==> config.mk <==
export PLATFORM = sky130hd
export DESIGN_NAME = sum_result_fifo_flat
export DESIGN_NICKNAME = d
export VERILOG_FILES = /design/src/rtl/sum_result_fifo_if.sv /design/src/rtl/sum_result_fifo.sv /design/src/flat_wrapper.sv
export SDC_FILE = /design/constraint.sdc
export NUM_CORES = 1
export LEC_CHECK = 0
export CAP_MARGIN = 20
export CORE_UTILIZATION = 40
export CTS_CLUSTER_SIZE = 30
export DETAILED_ROUTE_END_ITERATION = 10
export DONT_BUFFER_PORTS = 1
export GPL_ROUTABILITY_DRIVEN = 0
export PLACE_DENSITY = 0.65
export SYNTH_ARGS = -nofsm -noshare
export SYNTH_HDL_FRONTEND = slang
export SYNTH_SLANG_ARGS = --single-unit
==> constraint.sdc <==
create_clock -name clk -period 3.34 [get_ports clk]
set_input_delay 0.501 -clock clk [delete_from_list [all_inputs] [get_ports clk]]
set_output_delay 0.501 -clock clk [all_outputs]
set_load 0.05 [all_outputs]
==> src/rtl/sum_result_fifo_if.sv <==
// Handshake bundle between the registered-sum producer, the result FIFO and
// the downstream consumer.
interface sum_result_fifo_if #(
    parameter int W = 16
);
    logic         in_valid;
    logic [W-1:0] in_data;
    logic         out_valid;
    logic         out_ready;
    logic [W-1:0] out_data;

    // The FIFO's view of the bundle.
    modport slave (
        input  in_valid,
        input  in_data,
        input  out_ready,
        output out_valid,
        output out_data
    );

    // The surrounding logic's view: drives the producer side and the ready.
    modport master (
        output in_valid,
        output in_data,
        output out_ready,
        input  out_valid,
        input  out_data
    );
endinterface

==> src/rtl/sum_result_fifo.sv <==
// First-word-fall-through result FIFO behind a producer that cannot be stalled.
// Words arriving while full are dropped and counted.
module sum_result_fifo #(
    parameter int W     = 16,
    parameter int DEPTH = 4,
    parameter int CW    = $clog2(DEPTH + 1)
) (
    input  logic                clk,
    input  logic                rst_n,
    input  logic                clr,
    sum_result_fifo_if.slave    bus,
    output logic [CW-1:0]       count,
    output logic                full,
    output logic                empty,
    output logic [7:0]          drop_cnt,
    output logic                overflow
);
    localparam int PW = $clog2(DEPTH);

    logic [W-1:0]  mem [DEPTH];
    logic [PW-1:0] wr_ptr;
    logic [PW-1:0] rd_ptr;
    logic          pop;
    logic          push;
    logic          drop;

    assign full          = (count == CW'(DEPTH));
    assign empty         = (count == '0);
    assign bus.out_valid = !empty;
    assign bus.out_data  = mem[rd_ptr];

    // A pop frees the slot in the same cycle, so a full FIFO can still accept.
    assign pop  = bus.out_valid && bus.out_ready;
    assign push = bus.in_valid && (!full || pop) && !clr;
    assign drop = bus.in_valid && full && !pop && !clr;

    // Storage is deliberately left out of reset; only valid entries are ever read.
    always_ff @(posedge clk) begin
        if (push) begin
            mem[wr_ptr] <= bus.in_data;
        end
    end

    always_ff @(posedge clk or negedge rst_n) begin
        if (!rst_n) begin
            wr_ptr   <= '0;
            rd_ptr   <= '0;
            count    <= '0;
            drop_cnt <= '0;
            overflow <= 1'b0;
        end else if (clr) begin
            wr_ptr   <= '0;
            rd_ptr   <= '0;
            count    <= '0;
            drop_cnt <= '0;
            overflow <= 1'b0;
        end else begin
            if (push) begin
                wr_ptr <= wr_ptr + PW'(1);
            end
            if (pop) begin
                rd_ptr <= rd_ptr + PW'(1);
            end
            if (push && !pop) begin
                count <= count + CW'(1);
            end else if (pop && !push) begin
                count <= count - CW'(1);
            end
            if (drop) begin
                overflow <= 1'b1;
                if (drop_cnt != 8'hFF) begin
                    drop_cnt <= drop_cnt + 8'd1;
                end
            end
        end
    end
endmodule

==> src/flat_wrapper.sv <==
// flat-port wrapper written by rule: the top's interface ports become plain ports
module sum_result_fifo_flat 
#(
    parameter int W     = 16,
    parameter int DEPTH = 4,
    parameter int CW    = $clog2(DEPTH + 1)
)
  (clk, rst_n, clr, count, full, empty, drop_cnt, overflow, bus_in_valid, bus_in_data, bus_out_ready, bus_out_valid, bus_out_data);
  sum_result_fifo_if #(.W(W)) bus_i ();
  input  logic clk;
  input  logic rst_n;
  input  logic clr;
  output logic [CW-1:0] count;
  output logic full;
  output logic empty;
  output logic [7:0] drop_cnt;
  output logic overflow;
  input wire logic [$bits(bus_i.in_valid)-1:0] bus_in_valid;
  input wire logic [$bits(bus_i.in_data)-1:0] bus_in_data;
  input wire logic [$bits(bus_i.out_ready)-1:0] bus_out_ready;
  output wire logic [$bits(bus_i.out_valid)-1:0] bus_out_valid;
  output wire logic [$bits(bus_i.out_data)-1:0] bus_out_data;
  assign bus_i.in_valid = bus_in_valid;
  assign bus_i.in_data = bus_in_data;
  assign bus_i.out_ready = bus_out_ready;
  assign bus_out_valid = bus_i.out_valid;
  assign bus_out_data = bus_i.out_data;
  sum_result_fifo #(.W(W), .DEPTH(DEPTH), .CW(CW)) u_core (.clk(clk), .rst_n(rst_n), .clr(clr), .bus(bus_i), .count(count), .full(full), .empty(empty), .drop_cnt(drop_cnt), .overflow(overflow));
endmodule
* After elaboration in Yosys (flattened, before gate mapping)
Memory sizes are Yosys's and may differ from the RTL's.
Index checks and enable logic that the tools add are counted.
** Storage, ports and cells
- Logic and storage cells :: 48
- Bits in registers :: 16
- Input bits :: 21
- Memory bits (writable) :: 64
- Memories kept :: 1
** Memory list
- u_core.mem :: words 4, bits a word 16, read ports 1, clocked after memory_dff 0, write ports 1, RTL line sum_result_fifo.sv:20 : logic [W-1:0] mem [DEPTH];
** Operators by class
- Reduce and logical (&&, ||, !) cells :: 21
- Eq/ne operators :: 2
- Muxes and demuxes :: 14
- Add/sub/neg operators :: 5
** Operator list (number)
- $mux W8 :: 3
- $mux W3 :: 3
- $add A8 B1 Y8 const B :: 1
- $logic_and A1 B1 Y1 :: 8
- $mux W2 :: 4
- $ne A8 B8 Y1 const B :: 1
- $reduce_bool A2 Y1 :: 4
- $logic_not A1 Y1 :: 5
- $add A2 B1 Y2 const B :: 2
- $mux W1 :: 4
- $add A3 B1 Y3 const B :: 1
- $eq A3 B3 Y1 const B :: 1
- $logic_not A3 Y1 :: 1
- $reduce_bool A3 Y1 :: 1
- $sub A3 B1 Y3 const B :: 1
- $reduce_and A2 Y1 :: 1
- $logic_or A1 B1 Y1 :: 1

* Logic depth before layout (Yosys ltp)
Gate-level depths: netlist of the first run.
- Depth in word-level cells :: 11
- Mapped depth :: 9

* Worst setup path before layout of the first run
No wires, ideal clock.
- Path kind :: reg-to-reg
- Start point :: reg u_core.count[2]
- End point :: reg u_core.count[2]
- Cell stages (with the launch flop) :: 10
- Setup slack :: 925 ps
- Clock period less this slack :: 2415 ps
- Data arrival time :: 2280 ps
- Cell sequence :: dfrtp_1 buf_4 nor4b_4 nor3_1 and2_1 fa_1 o21ai_0 a31oi_1 a31oi_1 a21oi_1
** On the way
- Word-level cells in the longest chain between the ends :: 9
** Ends and longest elaborated chain
- start, declared :: RTL line sum_result_fifo.sv:12 : output logic [CW-1:0] count,
- start signal, assigned :: RTL line sum_result_fifo.sv:65 : count <= count + CW'(1);
- start signal, assigned :: RTL line sum_result_fifo.sv:67 : count <= count - CW'(1);
- parallel branches: the longest is 9 deep, another holds $sub A3 B1 Y3
Several ways; the timed one is not identified. The select of a mux whose other input is x is not followed.
A chain may end at the register's enable or synchronous reset.

* Worst setup path after layout of the first run
- Start point :: reg u_core.count[1]
- End point :: out empty
** On the way
- Word-level cells in the longest chain between the ends :: 1
** Ends and longest elaborated chain
- $logic_not A3 Y1 :: RTL line sum_result_fifo.sv:28 : assign empty = (count == '0);
- end, declared :: RTL line flat_wrapper.sv:15 : output logic empty;
No other way between the ends.

==> results of run 1 <==
[logic make-up after synthesis]
| logic type | Yosys count | share of synthesized area [%] |
|---|---|---|
| XOR/XNOR | 9 | 2.36 |
| multiplexers | 19 | 11.7 |
| AND/OR/NAND/NOR | 42 | 7.20 |
| flip-flops | 80 | 69.6 |
| buffers and inverters | 16 | 2.33 |
| AO/OA/AOI/OAI | 20 | 4.24 |
| adder cells (fa/ha/maj) | 6 | 2.48 |
[cell type report]
type                       count  area (um^2)  share of cell area [%]
clock buffer                   9          124                    3.40
multi-input combinational     96          935                    25.7
tap                          102          128                    3.51
sequential                    80         2320                    63.8
inverter                       7         26.3                   0.722
timing repair buffer           3         25.0                   0.688
clock inverter                 7         78.8                    2.17
[worst register-to-register path, stage by stage, from the launching register on]
cell	delay, ps
dfrtp_1	640
nor4b_4	580
nor3_1	190
and2_1	190
fa_1	410
o21ai_0	180
a31oi_1	60
a31oi_1	150
a21oi_1	80
[per-stage QoR]
step                      util [%]  std cells  setup slack [ps]  total power, mW
after floorplan                  -        192               925             1.75
after global placement        43.4        287               837             1.80
after detailed placement      43.4        287               747             1.81
after CTS                     46.1        304               677             2.52
after global routing          46.1        304               544             2.60
final                         46.1        304               700             2.49
[synth_stat cells, types with 4 or more instances]
library cell,n
mux4_2,16
edfxtp_1,64
xor2_1,7
nand2_1,6
and2_1,7
o21ai_0,4
nor2_1,13
a21oi_1,6
clkbuf_1,4
nand3_1,4
dfrtp_1,16
inv_1,7
ha_1,5
[per-layer routing]
layer  vias to the layer above  GRT usage, %
met2                        49          24.5
met1                       803          16.9
met3                         7          5.69
met5                         -             0
met4                         0          3.46
li1                        752             -
[worst paths after layout]
kind	cells past startpoint	to	start
setup / recovery	2	empty	u_core.count[1]
hold / removal	1	u_core.wr_ptr[1]	clr
setup reg to reg	8	u_core.count[2]	u_core.count[1]
hold reg to reg	2	u_core.wr_ptr[1]	u_core.wr_ptr[1]
max in group asynchronous	1	u_core.drop_cnt[3]	rst_n
min in group asynchronous	1	u_core.drop_cnt[7]	rst_n
[registers in the layout (all words and copies together) (netlist names)]
| signal | count |
|---|---|
| u_core.overflow | 1 |
| u_core.mem | 64 |
| u_core.drop_cnt | 8 |
| u_core.wr_ptr | 2 |
| u_core.count | 3 |
| u_core.rd_ptr | 2 |
[power by group]
| group | internal (mW) | switching [mW] |
|---|---|---|
| Sequential | 1.13 | 0.0703 |
| Clock | 0.353 | 0.352 |
| Combinational | 0.166 | 0.420 |
[repair_timing]
item                                   in CTS  in global routing
endpoints found under the hold margin      16                  0
hold buffers                                1                  0
gates resized for setup                     0                  0
==> metrics.txt, run 1 <==
Worst EP arrival 2140 ps; routed wl met3 333 um; leak pwr 1.23 nW; CTS tree built; Die Y-Extent 93.3 um; synthesized cell area 0.00333 mm^2; Detailed Routing Iterations Pass 1 4; Post-CTS Setup Bufs 0; worst-margin pin slew 859 ps; Slew headroom 42.7%; Mapped Cells 192; Fmax 379 MHz; initial DRC count 49; WL met2 2.91 mm; Mapped Nets 219; CP Cell Sequence or3_2 > inv_1; fill count 668; port buffer count 0; die area 0.00870 mm^2; vias in the first global route 1758; Final Critical Period 2640 ps; Fin Setup TNS 0 ps; Final Cell Area 0.00364 mm^2; first-pass GRT wire length 8.98 mm; Peak VDD IR 0.394 mV; worst hold-check path type input port to register; max_cap viols 0; CP Capture Type output pin; layout net count 224; global route overflow 0; largest net degree at the start of global routing 19; Yosys reg bits 80; Avg WL per Cell 18.4 um; Site Rows 32; final setup vio count 0; critical path's top delay family simple AND/OR/NAND/NOR gates; core box area 0.00789 mm^2; met1 wire length 2.28 mm; Netlist cell types 39; Slowest cell on crit path or3_2; Crit path required time 2840 ps; TritonCTS Buffers 9; cell taking the most area after synthesis edfxtp_1; Clock Tree Buf Depth 2; hpwl dp 3.61 mm; result of the run complete, no violations; Pwr per Cell Area 684 mW/mm^2; Total Wirelength 5.58 mm; crit path buf inv count 1; commonest cells after routing, fill and taps aside edfxtp_1 (64), mux4_2 (16), dfrtp_1 (16); H-Tree Depth 3; Async SR Flop Fraction 20.0%; io pins 52; Area after DPL 0.00343 mm^2; fraction of layout cells with a size suffix above 1 18.3%; Clock Latency Late Sink 340 ps; final hold vios 0; share of the synthesized area in the top cell type 57.6%; Hold Slack 208 ps; initial core utilization 42.3%; via count 1611; sequential area share after synthesis 69.6%; initial antenna violation count 0; Ys Warns 0; CP max stage delay 770 ps; RSZ-0062 raised after global routing false; Layout area overhead 9.12%; Clock transition at path regs 90 ps; CTS Sinks 80; R2R Setup Slk 760 ps; commonest non-fill, non-tap cell in the layout edfxtp_1; Post-synth EDFFs 64; Top Layer Used met4; Startpoint Class register; most common flop cell mapped by yosys edfxtp_1; Horiz. Die Dim 93.3 um; Final period util 79.1%; Antenna Cells 0; critical path type register to output pin; via/cell ratio 5.30; Detail Route Antenna Nets 0; Fin Clk Skew 15.7 ps; GRT Total Usage 14.3%; crit-path max FO 8; Root Buffer clkbuf_8; Residual DRC 0; pins over their slew limit 0; ranking of synthesized cells by area edfxtp_1 (58%), dfrtp_1 (12%), mux4_2 (11%); Synth Area per Inst 17.4 um^2
Power figures use the tool's default switching activity.
==> run 2: changes to the inputs <==
- PLACE_DENSITY: 0.65 -> 0.67
- clock period: 3.34 -> 2.28 ns (I/O delays scaled with it)
==> run 2 against run 1 <==
- critical path depth grew 2
- sequential share of layout area shrank 1.3 points
- worst hold slack worse by 170 ps
- wire length increased by 3.6%
- sequential power is 42% higher
- worst setup slack got worse by 620 ps
- register-to-register slack got worse by 550 ps
- clock skew decreased by 9.3 ps
- count of clock-buffer cells in the layout did not move
- sequential cell count unchanged
- first-iteration DRC count rose by 82%
- combinational power is 67% higher
==> metrics.txt, run 2 (synthesis gave the netlist of run 1 again) <==
max_cap viols 0 (unchanged); vias in the first global route 1738 (-1.1%); critical path type register to output pin; Hold EP u_core.count[0]; Fin Clk Skew 6.41 ps (-9.26 ps); Clock transition at path regs 80 ps (about the same); Place WS 215 ps (-532 ps); initial antenna violation count 0 (unchanged); R2R Setup Slk 210 ps (-550 ps); Detail Route Antenna Nets 0 (unchanged); Hold Path Stages 1 (unchanged); Antenna Cells 0 (unchanged); Post-CTS Setup Bufs 0 (unchanged); max reg flops 64 (unchanged); setup slack after layout 83.5 ps (-616 ps); layout net count 237 (+5.8%); via/cell ratio 5.36 (+1.2%); M1 GR Usage 15.5% (-1.3 points); die area 0.00870 mm^2 (unchanged); Detailed Routing Iterations Pass 1 4 (unchanged); fill count 663 (-0.75%); CTS Sinks 80 (unchanged); grt met2 use 24.9% (+0.37 points); Residual DRC 0 (unchanged); io pins 52 (unchanged); Largest Register u_core.mem; FF-to-FF End u_core.count[2]; initial core utilization 42.3% (unchanged); cts repair resizes 0 (unchanged); H-Tree Depth 3 (unchanged); leak pwr 1.29 nW (+4.6%); Avg WL per Cell 18.3 um (-0.32%); Layout area overhead 11.6%; final cell count without fillers 316 (+3.9%); Pwr per Cell Area 966 mW/mm^2 (+41%); TritonCTS Buffers 9 (unchanged); Fin Setup TNS 0 ps (unchanged); Total Wirelength 5.78 mm (+3.6%); Crit path required time 1940 ps (-900 ps); CTS tree built; global route overflow 0 (unchanged); pins over their slew limit 0 (unchanged); DP Cell Count 300 (+4.5%); R2R Path Start u_core.count[2]; Horiz. Die Dim 93.3 um (unchanged); M3 GR Usage 6.59% (+0.89 points); RSZ-0062 raised after global routing false; worst hold-check path type input port to register; hpwl dp 3.69 mm (+2.2%); final setup vio count 0 (unchanged); Peak VDD IR 0.499 mV (+27%); Site Rows 32 (unchanged); Root Buffer clkbuf_8; via count 1694 (+5.2%); result of the run complete, no violations; initial DRC count 89 (+82%); first-pass GRT wire length 8.96 mm (-0.14%); largest net degree at the start of global routing 19 (unchanged); commonest cells after routing, fill and taps aside edfxtp_1 (64), mux4_2 (16), buf_4 (14); commonest non-fill, non-tap cell in the layout edfxtp_1; crit-path max FO 9 (+1); Startpoint Class register; GRT Total Usage 14.5% (+0.13 points); cell depth of the worst flop-to-flop path 9 (+1); Die Y-Extent 93.3 um (unchanged); Clock Tree Buf Depth 2 (unchanged); Fmax 455 MHz; Final Critical Period 2200 ps; grt peak-use layer met2; port buffer count 0 (unchanged); core box area 0.00789 mm^2 (unchanged); Largest regs u_core.mem: 64 flops, u_core.drop_cnt: 8 flops, u_core.count: 3 flops; Slew headroom 42.6% (-0.10 points); worst-margin pin slew 861 ps (+1.56 ps); hold path startpoint clr; final hold vios 0 (unchanged); Clock Latency Late Sink 350 ps (about the same); CP Capture Type output pin; Worst EP arrival 1850 ps (-290 ps); Final period util 96.3%; fraction of layout cells with a size suffix above 1 24.3% (+6.0 points)
[run 2: cell types whose count changed in the layout (fill, tap and decap cells not counted), sizes merged]
cell      delta
clkinvlp     -1
clkinv       +1
bufinv       -1
buf         +13
[run 2: repair_timing]
| item | in CTS | in global routing |
|---|---|---|
| setup endpoints to repair | 0 | 0 |
| endpoints found under the hold margin | 16 | 0 |
| hold buffers | 1 | 0 |
[run 2: area by class of cell]
cell class / count / area, um^2 / area share (%)
well taps: 102 / 128 / 3.43
clock buffers: 9 / 124 / 3.33
multi-input cells: 96 / 938 / 25.2
inverters: 7 / 26.3 / 0.706
clock inverters: 6 / 43.8 / 1.18
flip-flops and latches: 80 / 2330 / 62.5
repair buffers: 16 / 135 / 3.63
[run 2: worst max path at each step]
stage | end | startpoint | depth (start not counted)
finish | empty | u_core.count[2] | 4
detailed placement | u_core.mem[1][13] | u_core.count[2] | 4
global placement | u_core.mem[1][9] | u_core.count[2] | 4
CTS | empty | u_core.count[2] | 4
floorplan | u_core.count[2] | u_core.count[2] | 9
global route | empty | u_core.count[2] | 4
[run 2: per-stage QoR]
step | total power, mW | instance area [um^2] | hold slack, ps | util (%)
4_1_cts | 3.64 | 3720 | 17.3 | 47.2
6_report | 3.59 | 3720 | 37.1 | 47.2
3_5_place_dp | 2.72 | 3540 | 46.8 | 44.9
2_1_floorplan | 2.57 | 3340 | 46.4 | -
3_3_place_gp | 2.71 | 3540 | 47.0 | 44.9
5_1_grt | 3.74 | 3720 | 24.6 | 47.2
[run 2: report_power, final]
part           internal (mW)  switching [mW]  total [mW]
clock                  0.395           0.519       0.914
combinational          0.295           0.685       0.980
sequential              1.66          0.0428        1.70
total                   2.35            1.25        3.59
[run 2: critical path, stage by stage (launching register included)]
cell and delay (ps):
dfrtp_2 410, buf_4 210, or3_4 340, buf_4 200
inv_1 330
[run 2: metal layers]
layer	vias up	wire length [um]
met5	-	0
met2	59	3010
met4	0	75
li1	771	-
met3	11	431
met1	853	2260
